## src/rtl/reg_write_arbiter_if.sv

```systemverilog
// Write-port bundle between requesters and the register-bank write arbiter.
// Holds the request buses, the stall input and the registered bank-side outputs.
interface reg_write_arbiter_if #(
    parameter int unsigned N    = 24,
    parameter int unsigned NREQ = 4,
    parameter int unsigned AW   = 4,
    parameter int unsigned CW   = 16
);
    logic [NREQ-1:0]    req;
    logic [NREQ*AW-1:0] req_addr;
    logic [NREQ*N-1:0]  req_data;
    logic               stall;
    logic [NREQ-1:0]    gnt;
    logic               we;
    logic [AW-1:0]      waddr;
    logic [N-1:0]       wdata;
    logic [2**AW-1:0]   wen_vec;
    logic [CW-1:0]      wr_count;

    modport master (
        output req, req_addr, req_data, stall,
        input  gnt, we, waddr, wdata, wen_vec, wr_count
    );

    modport slave (
        input  req, req_addr, req_data, stall,
        output gnt, we, waddr, wdata, wen_vec, wr_count
    );
endinterface

```

## src/rtl/reg_write_arbiter.sv

```systemverilog
// Round-robin arbiter for the single write port of the SIMD register bank.
// Grant is combinational; the winning write is registered and decoded to per-register enables.
module reg_write_arbiter #(
    parameter int unsigned N    = 24,
    parameter int unsigned NREQ = 4,
    parameter int unsigned AW   = 4,
    parameter int unsigned CW   = 16
) (
    input logic                clk,
    input logic                rst,
    reg_write_arbiter_if.slave bus
);
    localparam int unsigned PW   = (NREQ > 1) ? $clog2(NREQ) : 1;
    localparam int unsigned NREG = 2 ** AW;

    logic [PW-1:0]   ptr;
    logic [PW-1:0]   winner;
    logic [PW-1:0]   ptrNext;
    logic            anyGnt;
    logic [NREQ-1:0] gntVec;
    logic [AW-1:0]   selAddr;
    logic [N-1:0]    selData;
    logic [NREG-1:0] wenNext;
    int              idx;

    logic            weReg;
    logic [AW-1:0]   waddrReg;
    logic [N-1:0]    wdataReg;
    logic [NREG-1:0] wenReg;
    logic [CW-1:0]   wrCount;

    // Search starts at ptr and wraps; the first asserted request wins.
    always_comb begin
        gntVec = '0;
        winner = '0;
        anyGnt = 1'b0;
        idx    = 0;
        if (!bus.stall && !rst) begin
            for (int i = 0; i < int'(NREQ); i++) begin
                idx = (int'(ptr) + i) % int'(NREQ);
                if (!anyGnt && bus.req[idx]) begin
                    anyGnt      = 1'b1;
                    winner      = PW'(idx);
                    gntVec[idx] = 1'b1;
                end
            end
        end
    end

    always_comb begin
        selAddr = bus.req_addr[int'(winner) * int'(AW) +: AW];
        selData = bus.req_data[int'(winner) * int'(N) +: N];
        ptrNext = (int'(winner) == int'(NREQ) - 1) ? '0 : winner + 1'b1;
        wenNext = '0;
        wenNext[selAddr] = 1'b1;
    end

    // waddr/wdata hold on idle cycles; only the strobe and enables drop.
    always_ff @(posedge clk or posedge rst) begin
        if (rst) begin
            ptr      <= '0;
            weReg    <= 1'b0;
            waddrReg <= '0;
            wdataReg <= '0;
            wenReg   <= '0;
            wrCount  <= '0;
        end else if (anyGnt) begin
            ptr      <= ptrNext;
            weReg    <= 1'b1;
            waddrReg <= selAddr;
            wdataReg <= selData;
            wenReg   <= wenNext;
            wrCount  <= wrCount + 1'b1;
        end else begin
            weReg  <= 1'b0;
            wenReg <= '0;
        end
    end

    assign bus.gnt      = gntVec;
    assign bus.we       = weReg;
    assign bus.waddr    = waddrReg;
    assign bus.wdata    = wdataReg;
    assign bus.wen_vec  = wenReg;
    assign bus.wr_count = wrCount;
endmodule

```

## src/flat_wrapper.sv

```systemverilog
// flat-port wrapper written by rule: the top's interface ports become plain ports
module reg_write_arbiter_flat 
#(
    parameter int unsigned N    = 24,
    parameter int unsigned NREQ = 4,
    parameter int unsigned AW   = 4,
    parameter int unsigned CW   = 16
)
  (clk, rst, bus_req, bus_req_addr, bus_req_data, bus_stall, bus_gnt, bus_we, bus_waddr, bus_wdata, bus_wen_vec, bus_wr_count);
  reg_write_arbiter_if #(.N(N), .NREQ(NREQ), .AW(AW), .CW(CW)) bus_i ();
  input logic clk;
  input logic rst;
  input wire logic [$bits(bus_i.req)-1:0] bus_req;
  input wire logic [$bits(bus_i.req_addr)-1:0] bus_req_addr;
  input wire logic [$bits(bus_i.req_data)-1:0] bus_req_data;
  input wire logic [$bits(bus_i.stall)-1:0] bus_stall;
  output wire logic [$bits(bus_i.gnt)-1:0] bus_gnt;
  output wire logic [$bits(bus_i.we)-1:0] bus_we;
  output wire logic [$bits(bus_i.waddr)-1:0] bus_waddr;
  output wire logic [$bits(bus_i.wdata)-1:0] bus_wdata;
  output wire logic [$bits(bus_i.wen_vec)-1:0] bus_wen_vec;
  output wire logic [$bits(bus_i.wr_count)-1:0] bus_wr_count;
  assign bus_i.req = bus_req;
  assign bus_i.req_addr = bus_req_addr;
  assign bus_i.req_data = bus_req_data;
  assign bus_i.stall = bus_stall;
  assign bus_gnt = bus_i.gnt;
  assign bus_we = bus_i.we;
  assign bus_waddr = bus_i.waddr;
  assign bus_wdata = bus_i.wdata;
  assign bus_wen_vec = bus_i.wen_vec;
  assign bus_wr_count = bus_i.wr_count;
  reg_write_arbiter #(.N(N), .NREQ(NREQ), .AW(AW), .CW(CW)) u_core (.clk(clk), .rst(rst), .bus(bus_i));
endmodule
```

## config.mk

```make
export PLATFORM = sky130hd
export DESIGN_NAME = reg_write_arbiter_flat
export DESIGN_NICKNAME = d
export VERILOG_FILES = /design/src/rtl/reg_write_arbiter_if.sv /design/src/rtl/reg_write_arbiter.sv /design/src/flat_wrapper.sv
export SDC_FILE = /design/constraint.sdc
export NUM_CORES = 1
export LEC_CHECK = 0
export BUFFER_PORTS_ARGS = -buffer_cell sky130_fd_sc_hd__buf_4
export CAP_MARGIN = 20
export CORE_AREA = 2 2 96 98
export DETAILED_ROUTE_END_ITERATION = 6
export DIE_AREA = 0 0 98 100
export GPL_ROUTABILITY_DRIVEN = 0
export PLACE_DENSITY = 0.72
export SLEW_MARGIN = 20
export SYNTH_ARGS = -nofsm -noshare
export SYNTH_HDL_FRONTEND = slang
export SYNTH_SLANG_ARGS = --single-unit
```

## constraint.sdc

```tcl
create_clock -name clk -period 4.8 [get_ports clk]
set_input_delay 0.48 -clock clk [delete_from_list [all_inputs] [get_ports clk]]
set_output_delay 0.48 -clock clk [all_outputs]
set_load 0.02 [all_outputs]
```

==> results list, run 1 <==
* Status: finished, final reports clean
- Global routing consumed, on the met1 layer, between 20% and 30% of the routing resources.
- Filler cell count in the final layout: between 700 and 800
- STA classifies the critical path startpoint as a register.
* Total Nets Final: between 600 and 700
- Row generation in the floorplan step produced 35 rows.
- Clk pin slew, worst setup/hold paths: 0.07 ns
* Antenna violations before repair: 0
- Number of buffer and inverter stages on the critical path: 1
- Antenna Nets Post-Route: 0
- After legalization and detailed placement, the total HPWL measured ~8400 um.
- Peak ir drop on the vdd network: between 150 and 200 uV
- Crit end category: register
- Die X-Extent: about 98 um
- During placement, the flow inserted port buffers numbering approximately 180.
* Post-CTS Repair Setup Buffers: 0
- Summed over all layers, the global routing overflow is 0.
- In this run, placement finished with an instance count of between 600 and 700.
- Counting buffers and inverters, the worst setup path is 8 cells deep.
- The routed design has 11000 um of wire.
- Clock tree synthesis selected as its root buffer the cell sky130_fd_sc_hd__clkbuf_8.
* Via count of the first global-routing pass: between 3000 and 4000
- Final antenna diode count: 0
* Setup TNS Final: 0 ns
- Number of clock sinks: 63
* All-Layer GR Usage: between 20% and 30%
* Starting Density: around 43%
- Max H-tree Level: 3
* Number of buffers on the longest clock path: 2
- Min cycle time layout: 4.37 ns
- Overall die area: 9800 um2
- The post-route netlist has 42.7% of its cells at a drive strength greater than 1.
- Counting cells, the worst reg-to-reg path comes to 8.
- TritonCTS built the clock tree.
* Total core area: between 8000 and 9000 um2
- STA puts the critical path data required time at roughly 5.0 ns.
- The first global-routing pass estimated 17600 um of wire.
- Syn-to-layout area delta: 42.4%
- Entering global routing, the biggest net connects 64 pins.
* Number of endpoints failing setup at the final stage: 0
* Cell count after synthesis: about 350
- Setup repair after global routing left no endpoint under its margin.
- Global routing usage on met2: a little under two fifths
- Number of buffers inserted during clock tree synthesis: 9
- Summed over all cells, the static leakage comes to about 2.6 nW.
- Reported max-cap violation count: 0
- Avg Vias per Cell: around 5.5
- Dividing total power by cell area gives a power density of between 400 and 500 nW/um2.
* Fraction of met3 tracks used by global routing: 4.74%
- Insertion delay of the later-clocked pin in the worst-skew pair: 0.35 ns
- Worst-case setup margin in the final layout: roughly 0.43 ns
- The average instance in the mapped netlist occupies ~11 um2.
* WL per Instance: roughly 17 um
- From bottom edge to top edge, the die measures 100 um.
- Count of different cell masters after synthesis: 49
- Post-synthesis instance area: roughly 3800 um2
- Along the worst path, the maximum fanout reaches 18.
* Yosys warning total: 0
- Fraction of the yosys area taken by sequential cells: between 40% and 50%
* DRT Pass-1 Iters: 4
- I/O pin count: roughly 180
- For this design, the slowest cell found on the critical path is sky130_fd_sc_hd__dfrtp_1.
* Most utilized layer in the global route result: met2
- Period Utilization, post-route: approximately 90%
* Slew Limit Headroom: a little under half
- Number of synthesized register bits: 63
- Iter 0 DRT Violations: around 100
- Area of the multi-input gates: approximately 2000 um2
* Place WS: ~0.38 ns
- Final core occ: approximately three fifths
- For this run, the top clock speed supported by timing is roughly 230 MHz.
- The path class of the tightest hold or removal check is in -> async.
- Critical path class: reg -> reg
* Total nets after synthesis: between 400 and 500
* Non-filler cells, final: between 600 and 700
- At the pin with the least slew margin, the transition time is between 0.8 and 0.9 ns.
- The sequential cells in the finished layout cover a total of 1580 um2.
- The clock arrives with 0.00881 ns of skew.
- The final hold violation count is 0.
* Delay contributed by the slowest stage of the critical path: a little over 0.7 ns
- Cell breakdown of the critical path: inv_1 > ha_1 > mux2i_1 > mux2i_2 > a221oi_1 > o211a_2 > mux4_2 > a2111oi_1
- Data arrival time at the worst-slack endpoint: between 4 and 5 ns
- DR vias: 3559
- Family of cells with the greatest summed delay on the critical path: compound AO/OA/AOI/OAI gates
* Pins Over Slew Limit: 0
- In the routed design, unresolved DRC markers number 0.
==> layer usage <==
| layer | part of all wire (%) | routed length [um] |
|---|---|---|
| met5 | 0 | 0 |
| met4 | 2.7 | 301 |
| met3 | 7.7 | 851 |
| met2 | 49 | 5420 |
| met1 | 40 | 4440 |
==> worst paths after layout <==
kind / startpoint / endpoint / slack, ns
worst max register to register: u_core.ptr[0]$_DFFE_PP0P_ / u_core.bus.wen_vec[3]$_DFF_PP0_ / 0.43
worst max-delay path: u_core.ptr[0]$_DFFE_PP0P_ / u_core.bus.wen_vec[3]$_DFF_PP0_ / 0.43
max in group asynchronous: rst / u_core.ptr[1]$_DFFE_PP0P_ / 3.89
worst min-delay path: rst / u_core.bus.wen_vec[6]$_DFF_PP0_ / 0.37
min in group clk: bus_req_data[53] / u_core.bus.wdata[5]$_DFFE_PP0P_ / 0.45
worst min register to register: u_core.bus.wdata[5]$_DFFE_PP0P_ / u_core.bus.wdata[5]$_DFFE_PP0P_ / 0.49
==> kinds of logic after synthesis <==
logic type / count (synthesis) / share of synthesized area [%]
XOR/XNOR: 16 / 3.69
AO/OA/AOI/OAI: 75 / 16.9
AND/OR/NAND/NOR: 85 / 10.8
buffers and inverters: 40 / 4.81
adder cells (fa/ha/maj): 9 / 2.96
flip-flops: 63 / 41.5
multiplexers: 65 / 19.4
==> tightest hold or removal path: stages <==
cell and delay (ns):
sky130_fd_sc_hd__buf_4 0.12, sky130_fd_sc_hd__inv_2 0.03, sky130_fd_sc_hd__buf_4 0.59
==> cells in the mapped netlist (all sizes together) <==
cell     count  area [um2]
a21o         1        7.51
a22o         4        35.0
nand4        5        31.3
o221ai      24         210
mux2i       56         568
a2111oi     16         155
nor2        12        45.0
o21ai        8        40.0
or3          3        23.8
o211ai       4        48.8
o21a         3        22.5
xnor2       14         123
o41ai        1        8.76
inv         16        60.1
and4         2        17.5
and2         1        6.26
xor2         2        17.5
a21oi        7        35.0
mux2         3        33.8
nand2b       1        6.26
a221oi       2        17.5
or4          2        15.0
clkinv       1        3.75
dfrtp       63        1580
nand2       44         165
nand3        5        25.0
o311ai       2        35.0
clkbuf       8        30.0
nor3b        3        22.5
mux4         6         135
or2          3        18.8
or4b         1        13.8
and3b        1        8.76
buf         15        88.8
a211oi       1        7.51
nor3         2        10.0
ha           9         113
o211a        2        20.0
==> power by group <==
group	internal (W)	switching [W]	total (W)
Sequential	0.000676	0.000139	0.000816
Clock	0.000187	0.000222	0.000408
Combinational	0.000602	0.000735	0.00134
==> repair_timing <==
action                     in CTS  in global routing
setup endpoints to repair       0                  2
hold buffers                    0                  0
resized for setup               0                  1
==> stage by stage <==
step | area [um2] | power, W | hold slack (ns)
floorplan | 3800 | 0.00169 | 0.581
global placement | 5240 | 0.00214 | 0.464
detailed placement | 5240 | 0.00217 | 0.477
CTS | 5410 | 0.00258 | 0.416
global route | 5410 | 0.00273 | 0.455
finish | 5410 | 0.00256 | 0.371
==> area by class of cell <==
| class | instances | area share, % |
|---|---|---|
| well taps | 111 | 2.57 |
| multi-input cells | 250 | 37.9 |
| flip-flops and latches | 63 | 29.1 |
| repair buffers | 188 | 26.1 |
| clock inverters | 7 | 0.878 |
| inverters | 17 | 1.18 |
| clock buffers | 9 | 2.29 |
==> flip-flops by register name (all words and copies together), names as in the netlist <==
register             flops
u_core.bus.waddr         4
u_core.bus.wdata        24
u_core.bus.wr_count     16
u_core.bus.we            1
u_core.bus.wen_vec      16
u_core.ptr               2
==> cells in the final DEF (no fill, tap or decap), drive strengths merged, types with 3 or more instances in the layout <==
| cell type | synthesis | layout |
|---|---|---|
| buf | 15 | 188 |
| nand4 | 5 | 5 |
| nor3b | 3 | 3 |
| o21a | 3 | 3 |
| inv | 16 | 17 |
| a2111oi | 16 | 16 |
| xnor2 | 14 | 14 |
| mux4 | 6 | 6 |
| nand2 | 44 | 44 |
| mux2i | 56 | 56 |
| clkbuf | 8 | 9 |
| nor2 | 12 | 12 |
| clkinv | 1 | 5 |
| ha | 9 | 9 |
| dfrtp | 63 | 63 |
| a21oi | 7 | 7 |
| o221ai | 24 | 24 |
| nand3 | 5 | 5 |
| o21ai | 8 | 8 |
| or3 | 3 | 3 |
| mux2 | 3 | 3 |
| o211ai | 4 | 4 |
| a22o | 4 | 4 |
| or2 | 3 | 3 |
No activity file was read; power rests on OpenSTA's default activity.
==> inputs of run 2 (changes only) <==
--- a/config.mk
+++ b/config.mk
@@ -7,11 +7,11 @@
 export LEC_CHECK = 0
 export BUFFER_PORTS_ARGS = -buffer_cell sky130_fd_sc_hd__buf_4
 export CAP_MARGIN = 20
-export CORE_AREA = 2 2 96 98
+export CORE_AREA = 2 2 99 101
 export DETAILED_ROUTE_END_ITERATION = 6
-export DIE_AREA = 0 0 98 100
+export DIE_AREA = 0 0 101 103
 export GPL_ROUTABILITY_DRIVEN = 0
-export PLACE_DENSITY = 0.72
+export PLACE_DENSITY = 0.71
 export SLEW_MARGIN = 20
 export SYNTH_ARGS = -nofsm -noshare
 export SYNTH_HDL_FRONTEND = slang
==> constraint.sdc (replaced) <==
create_clock -name clk -period 3.7 [get_ports clk]
set_input_delay 0.37 -clock clk [delete_from_list [all_inputs] [get_ports clk]]
set_output_delay 0.37 -clock clk [all_outputs]
set_load 0.02 [all_outputs]
==> results list, run 2 (same netlist as run 1, synthesis figures left out) <==
- Place WS: 0.140 ns (-0.245 ns)
* Number of buffers inserted during clock tree synthesis: 9 (unchanged)
* Hold Slack: 0.0894 ns (-0.281 ns)
* Commonest non-fill, non-tap cell in the layout: sky130_fd_sc_hd__buf_4
- The number of diodes added for antenna fixing is 0 (unchanged).
- The count of max-cap constraint violations was 0 (unchanged).
- Leakage component of the power: 2.66 nW (+2.0%)
- Hold Crit Class: in -> async
- The overflow left after global routing was 0 (unchanged).
* Clk pin slew, worst setup/hold paths: 0.08 ns (about the same)
- Final worst clock skew: 0.00763 ns (-0.00118 ns)
* Setup repair after global routing missed its margin: no
* Max Clock Freq: 287 MHz (+25%)
- DRT Pass-1 Iters: 4 (unchanged)
- Fraction of final layout cells sized beyond drive strength 1: 43.6% (+0.95 points)
- Number of buffers on the longest clock path: 2 (unchanged)
* Post-CTS Hold Fix Bufs: 0 (unchanged)
- DP HPWL: 8270 um (-1.2%)
- STA classifies the critical path startpoint as a register.
* WL per Instance: 16.4 um (-4.1%)
- Die X-Extent: 101 um (+3.1%)
* Status: finished, final reports clean
* Largest net degree at the start of global routing: 39 (-39%)
- The total count of max-transition violations in the final report is 0 (unchanged).
- The total die area was 10400 um2 (+6.2%).
- Global Route met1 Usage: 27.3% (-1.1 points)
* DRC violations left: 0 (unchanged)
* All-Layer GR Usage: 20.5% (-1.9 points)
* DR vias: 3536 (-0.65%)
- The data arrival time of the critical path is 3.67 ns (-0.90 ns).
- Antenna Nets Post-Route: 0 (unchanged)
- The number of cells traversed by the worst register-to-register path came to 9 (+1).
* Max H-tree Level: 3 (unchanged)
- The placed instance count came to 641 (+1.9%).
- The final critical-path setup slack came to 0.215 ns (-0.214 ns).
- Most utilized layer in the global route result: met2
* Post-CTS Repair Setup Buffers: 0 (unchanged)
- The final hold violation count came to 0 (unchanged).
* Actual slew at the worst max-slew pin: 0.629 ns (-0.175 ns)
* Floorplan row count: 36 (+2.9%)
- Crit end category: register
- The aggregate routed wire length came to 10700 um (-2.4%).
* Starting Density: 40.2% (-2.6 points)
- Iter 0 DRT Violations: 82 (-20%)
- Fraction of met3 tracks used by global routing: 3.53% (-1.2 points)
* Slew Limit Headroom: 57.9% (+11 points)
- The post-cts sizing count is 0 (unchanged).
- The maximum resistive drop on vdd is 345 uV (+87%).
* Via count of the first global-routing pass: 3410 (-3.2%)
- Biggest fanout along the worst timing path: 9 (-9)
- The die height is 103 um (+3.0%).
* Global routing usage on met2: 33.3% (-4.1 points)
* Number of endpoints failing setup at the final stage: 0 (unchanged)
- Min cycle time layout: 3.48 ns (-0.886 ns)
- The count of pins on the block boundary was 184 (unchanged).
- Commonest cells after routing, fill and taps aside: 197 x sky130_fd_sc_hd__buf_4, 63 x sky130_fd_sc_hd__dfrtp_1, 54 x sky130_fd_sc_hd__mux2i_1, 44 x sky130_fd_sc_hd__nand2_1, 24 x sky130_fd_sc_hd__o221ai_1
- The final cycle utilization of the critical path is 94.2% (+3.1 points).
* Data required time of the critical path: 3.89 ns (-1.11 ns)
- Antenna violations before repair: 0 (unchanged)
- Avg Vias per Cell: 5.38 (-2.5%)
* Total core area: 9460 um2 (+6.4%)
* CTS tree: done
- The power per unit of standard cell area is 625 nW/um2 (+32%).
* Max FFs per register: 24 (unchanged)
- The worst-skew pair later-pin latency is 0.34 ns (about the same).
* Critical path class: reg -> reg
* Non-filler cells, final: 657 (+1.9%)
* Total Nets Final: 666 (+1.4%)
* Setup TNS Final: 0 ns (unchanged)
* Wire length of the first global-routing pass: 16700 um (-4.9%)
- Syn-to-layout area delta: 44.8%
* Count of buffers from port buffering: 183 (unchanged)
* Clock Root Buffer: sky130_fd_sc_hd__clkbuf_8
- Number of clock sinks: 63 (unchanged)
==> run 2: cell types whose count changed in the layout (fill, tap and decap cells not counted) <==
cell / change
sky130_fd_sc_hd__o211a_2: -1
sky130_fd_sc_hd__inv_6: +1
sky130_fd_sc_hd__clkinv_2: -1
sky130_fd_sc_hd__o211a_4: +1
sky130_fd_sc_hd__clkbuf_8: +1
sky130_fd_sc_hd__clkinvlp_4: -1
sky130_fd_sc_hd__buf_4: +9
==> run 2: worst paths after layout <==
path,start,end,slack (ns)
worst max-delay path,u_core.ptr[1]$_DFFE_PP0P_,u_core.bus.wen_vec[9]$_DFF_PP0_,0.22
worst min-delay path,rst,u_core.bus.wdata[1]$_DFFE_PP0P_,0.09
worst max register to register,u_core.ptr[1]$_DFFE_PP0P_,u_core.bus.wen_vec[9]$_DFF_PP0_,0.22
worst min register to register,u_core.bus.wr_count[15]$_DFFE_PP0P_,u_core.bus.wr_count[15]$_DFFE_PP0P_,0.48
max in group asynchronous,rst,u_core.bus.wen_vec[5]$_DFF_PP0_,2.71
min in group clk,bus_req_data[21],u_core.bus.wdata[21]$_DFFE_PP0P_,0.34
==> run 2: per-stage QoR <==
step	utilization, %	total power (W)	instance area (um2)
CTS	58.1	0.00345	5500
global placement	56.2	0.00286	5310
detailed placement	56.2	0.00290	5310
global route	58.2	0.00366	5500
finish	58.2	0.00344	5500
floorplan	-	0.00220	3800
==> run 2: area by class of cell <==
type | instances | area [um2]
sequential | 63 | 1580
clock inverter | 6 | 43.8
timing repair buffer | 197 | 1480
inverter | 17 | 63.8
tap | 114 | 143
clock buffer | 10 | 138
multi-input combinational | 250 | 2060
fill | 811 | 3960
==> run 2: report_power, final <==
group | internal [W] | total (W) | switching (W)
Sequential | 0.000878 | 0.00102 | 0.000140
Combinational | 0.000845 | 0.00187 | 0.00102
Clock | 0.000265 | 0.000552 | 0.000287
Total | 0.00199 | 0.00344 | 0.00145
==> run 2: layer usage <==
metal	vias up	share of wire, %
met3	20	6.0
met1	1671	43
li1	1700	-
met2	145	49
met4	0	2.6
met5	-	0
==> run 2: worst max-delay path, stage by stage (launching register included) <==
cell and delay (ns):
sky130_fd_sc_hd__dfrtp_1 0.35, sky130_fd_sc_hd__clkinv_1 0.08, sky130_fd_sc_hd__ha_1 0.31, sky130_fd_sc_hd__buf_4 0.15, sky130_fd_sc_hd__mux2i_1 0.37, sky130_fd_sc_hd__mux2i_2 0.21
sky130_fd_sc_hd__a221oi_1 0.45, sky130_fd_sc_hd__o211a_4 0.32, sky130_fd_sc_hd__mux4_2 0.63, sky130_fd_sc_hd__a2111oi_0 0.46
==> inputs of run 3 (changes only) <==
--- a/config.mk
+++ b/config.mk
@@ -7,12 +7,12 @@
 export LEC_CHECK = 0
 export BUFFER_PORTS_ARGS = -buffer_cell sky130_fd_sc_hd__buf_4
 export CAP_MARGIN = 20
-export CORE_AREA = 2 2 99 101
+export CORE_AREA = 2 2 98 100
+export CTS_BUF_LIST = sky130_fd_sc_hd__clkbuf_8
 export DETAILED_ROUTE_END_ITERATION = 6
-export DIE_AREA = 0 0 101 103
+export DIE_AREA = 0 0 100 102
 export GPL_ROUTABILITY_DRIVEN = 0
-export PLACE_DENSITY = 0.71
-export SLEW_MARGIN = 20
+export PLACE_DENSITY = 0.72
 export SYNTH_ARGS = -nofsm -noshare
 export SYNTH_HDL_FRONTEND = slang
 export SYNTH_SLANG_ARGS = --single-unit
==> results list, run 3 (same netlist as run 1, synthesis figures left out) <==
- The number of nets in the finished design was 665 (-0.15%).
- Commonest cells after routing, fill and taps aside: 195 x sky130_fd_sc_hd__buf_4, 63 x sky130_fd_sc_hd__dfrtp_1, 54 x sky130_fd_sc_hd__mux2i_1, 44 x sky130_fd_sc_hd__nand2_1, 24 x sky130_fd_sc_hd__o221ai_1
* Total core area: 9110 um2 (-3.7%)
- The via count of the first global-routing pass is 3515 (+3.1%).
- The slew at the pin closest to its max-slew limit is 0.648 ns (+0.0189 ns).
- The die height was 102 um (-0.97%).
- The worst-case clock buffer depth came to 2 (unchanged).
- The aggregate routed wire length is 11100 um (+3.5%).
- Floorplan row count: 35 (-2.8%)
- Die X-Extent: 100 um (-0.99%)
- Slew Limit Headroom: 56.6% (-1.3 points)
- The initial DRC count is 122 (+49%).
- Avg Vias per Cell: 5.44 (+1.1%)
- The initial antenna violation count was 0 (unchanged).
* Areal power density over the cells: 646 nW/um2 (+3.4%)
- The worst slack on hold paths is 0.0865 ns (-0.00292 ns).
* Syn-to-layout area delta: 46.1%
* Max H-tree Level: 3 (unchanged)
- Destination of the critical timing path: u_core.bus.wen_vec[4]$_DFF_PP0_
- The global-route wire length before repair is 17500 um (+4.5%).
- Number of buffers inserted during clock tree synthesis: 9 (unchanged)
* Number of endpoints failing setup at the final stage: 0 (unchanged)
- WL per Instance: 17.0 um (+4.1%)
- Max Clock Freq: 290 MHz (+1.1%)
- The maximum resistive drop on vdd came to 280 uV (-19%).
* Design Power: 0.00359 W (+4.4%)
* Data required time of the critical path: 3.89 ns (about the same)
- Clk pin slew, worst setup/hold paths: 0.08 ns (about the same)
- Clock Root Buffer: sky130_fd_sc_hd__clkbuf_8
* Largest net degree at the start of global routing: 39 (unchanged)
- The pre-CTS setup slack was 0.0193 ns (-0.121 ns).
- Critical path class: reg -> reg
- The worst setup path is captured at a register.
* Kind of start point of the critical path: register
* DR vias: 3552 (+0.45%)
* Setup TNS Final: 0 ns (unchanged)
* Max FFs per register: 24 (unchanged)
- The data arrival time of the critical path is 3.64 ns (-0.03 ns).
* Final core occ: 61.0% (+2.8 points)
- The initial cell density of the core was 41.7% (+1.5 points).
- The number of diodes added for antenna fixing is 0 (unchanged).
- Worst-case setup margin in the final layout: 0.252 ns (+0.0367 ns)
- The endpoint identified for the worst register-to-register timing path is u_core.bus.wen_vec[4]$_DFF_PP0_.
- Final Hold Viols: 0 (unchanged)
- The final cycle utilization of the critical path was 93.2% (-0.99 points).
- The setup skew after layout is 0.00922 ns (+0.00159 ns).
- The total count of max-transition violations in the final report came to 0 (unchanged).
- Biggest fanout along the worst timing path: 9 (unchanged)
- Reported max-cap violation count: 0 (unchanged)
- Startpoint of the worst setup timing path: u_core.ptr[1]$_DFFE_PP0P_
* Number of cells on the worst reg-to-reg path: 9 (unchanged)
* Total congestion overflow after global routing: 0 (unchanged)
* Insertion delay of the later-clocked pin in the worst-skew pair: 0.35 ns (about the same)
- Number of clock sinks: 63 (unchanged)
* Commonest non-fill, non-tap cell in the layout: sky130_fd_sc_hd__buf_4
- Reg2reg setup slack: 0.25 ns (+0.04 ns)
- Count of buffers from port buffering: 183 (unchanged)
- Overall die area: 10200 um2 (-2.0%)
- Antenna Nets Post-Route: 0 (unchanged)
- Fraction of final layout cells sized beyond drive strength 1: 43.7% (+0.081 points)
- All-Layer GR Usage: 22.1% (+1.5 points)
- The count of pins on the block boundary came to 184 (unchanged).
- Setup repair after global routing missed its margin: no
* DRC violations left: 0 (unchanged)
- The first-pass detailed-route iteration total came to 4 (unchanged).
* Status: finished, final reports clean
- The clock period minus worst slack came to 3.45 ns (-0.0367 ns).
- The post-CTS setup-driven buffer insertion count was 0 (unchanged).
* Hold Crit Class: in -> async
* Launch point of the worst reg-to-reg path: u_core.ptr[1]$_DFFE_PP0P_
* CTS tree: done
* Leakage component of the power: 2.68 nW (+0.69%)
- The placed wire-length estimate came to 8510 um (+2.9%).
## run 3: changes by cell type in the layout (fill, tap and decap cells not counted)
cell,change
sky130_fd_sc_hd__a221oi_1,-1
sky130_fd_sc_hd__a221oi_2,+1
sky130_fd_sc_hd__buf_12,+1
sky130_fd_sc_hd__buf_4,-2
sky130_fd_sc_hd__bufinv_16,+2
sky130_fd_sc_hd__clkbuf_8,-1
sky130_fd_sc_hd__clkinv_2,-2
sky130_fd_sc_hd__clkinv_4,-1
sky130_fd_sc_hd__inv_6,+2
## run 3: timing repair
action,in CTS,in global routing
gates resized for setup,1,2
hold buffers,0,0
endpoints found under the setup margin,1,10
## run 3: critical path: stages (launching register included)
cell                        delay (ns)
sky130_fd_sc_hd__dfrtp_1          0.37
sky130_fd_sc_hd__clkinv_1         0.08
sky130_fd_sc_hd__ha_1             0.30
sky130_fd_sc_hd__buf_4            0.15
sky130_fd_sc_hd__mux2i_1          0.36
sky130_fd_sc_hd__mux2i_2          0.21
sky130_fd_sc_hd__a221oi_2         0.37
sky130_fd_sc_hd__o211a_4          0.30
sky130_fd_sc_hd__mux4_2           0.61
sky130_fd_sc_hd__a2111oi_1        0.53
## run 3: worst min path at each step
| stage | cells after the start | end | startpoint | slack [ns] |
|---|---|---|---|---|
| floorplan | 1 | u_core.bus.wr_count[15]$_DFFE_PP0P_ | u_core.bus.wr_count[15]$_DFFE_PP0P_ | 0.58 |
| global placement | 2 | u_core.bus.wdata[1]$_DFFE_PP0P_ | rst | 0.47 |
| detailed placement | 1 | u_core.bus.wr_count[15]$_DFFE_PP0P_ | u_core.bus.wr_count[15]$_DFFE_PP0P_ | 0.47 |
| CTS | 2 | u_core.bus.wdata[23]$_DFFE_PP0P_ | rst | 0.09 |
| global route | 2 | u_core.bus.wdata[23]$_DFFE_PP0P_ | rst | 0.13 |
| finish | 2 | u_core.bus.wdata[23]$_DFFE_PP0P_ | rst | 0.09 |
## run 3: layout make-up
| class | instances | area [um2] |
|---|---|---|
| inverters | 17 | 63.8 |
| flip-flops and latches | 63 | 1580 |
| clock buffers | 9 | 124 |
| fillers | 751 | 3550 |
| well taps | 111 | 139 |
| repair buffers | 196 | 1480 |
| clock inverters | 7 | 103 |
| multi-input cells | 250 | 2070 |
## run 3: metrics by stage
| step | instances | cell area, um2 |
|---|---|---|
| finish | 653 | 5560 |
| global route | 653 | 5560 |
| CTS | 653 | 5540 |
| detailed placement | 637 | 5320 |
| global placement | 637 | 5320 |
| floorplan | 353 | 3800 |
## run 3: power breakdown
part	internal, W	switching, W
registers	0.000878	0.000141
clock network	0.000389	0.000310
logic	0.000844	0.00103
## run 3: layer usage
layer / track usage (%) / wire [um]
met2: 38.6 / 5630
met1: 27.3 / 4560
met4: 9.06 / 284
met3: 3.83 / 643
met5: 0 / 0
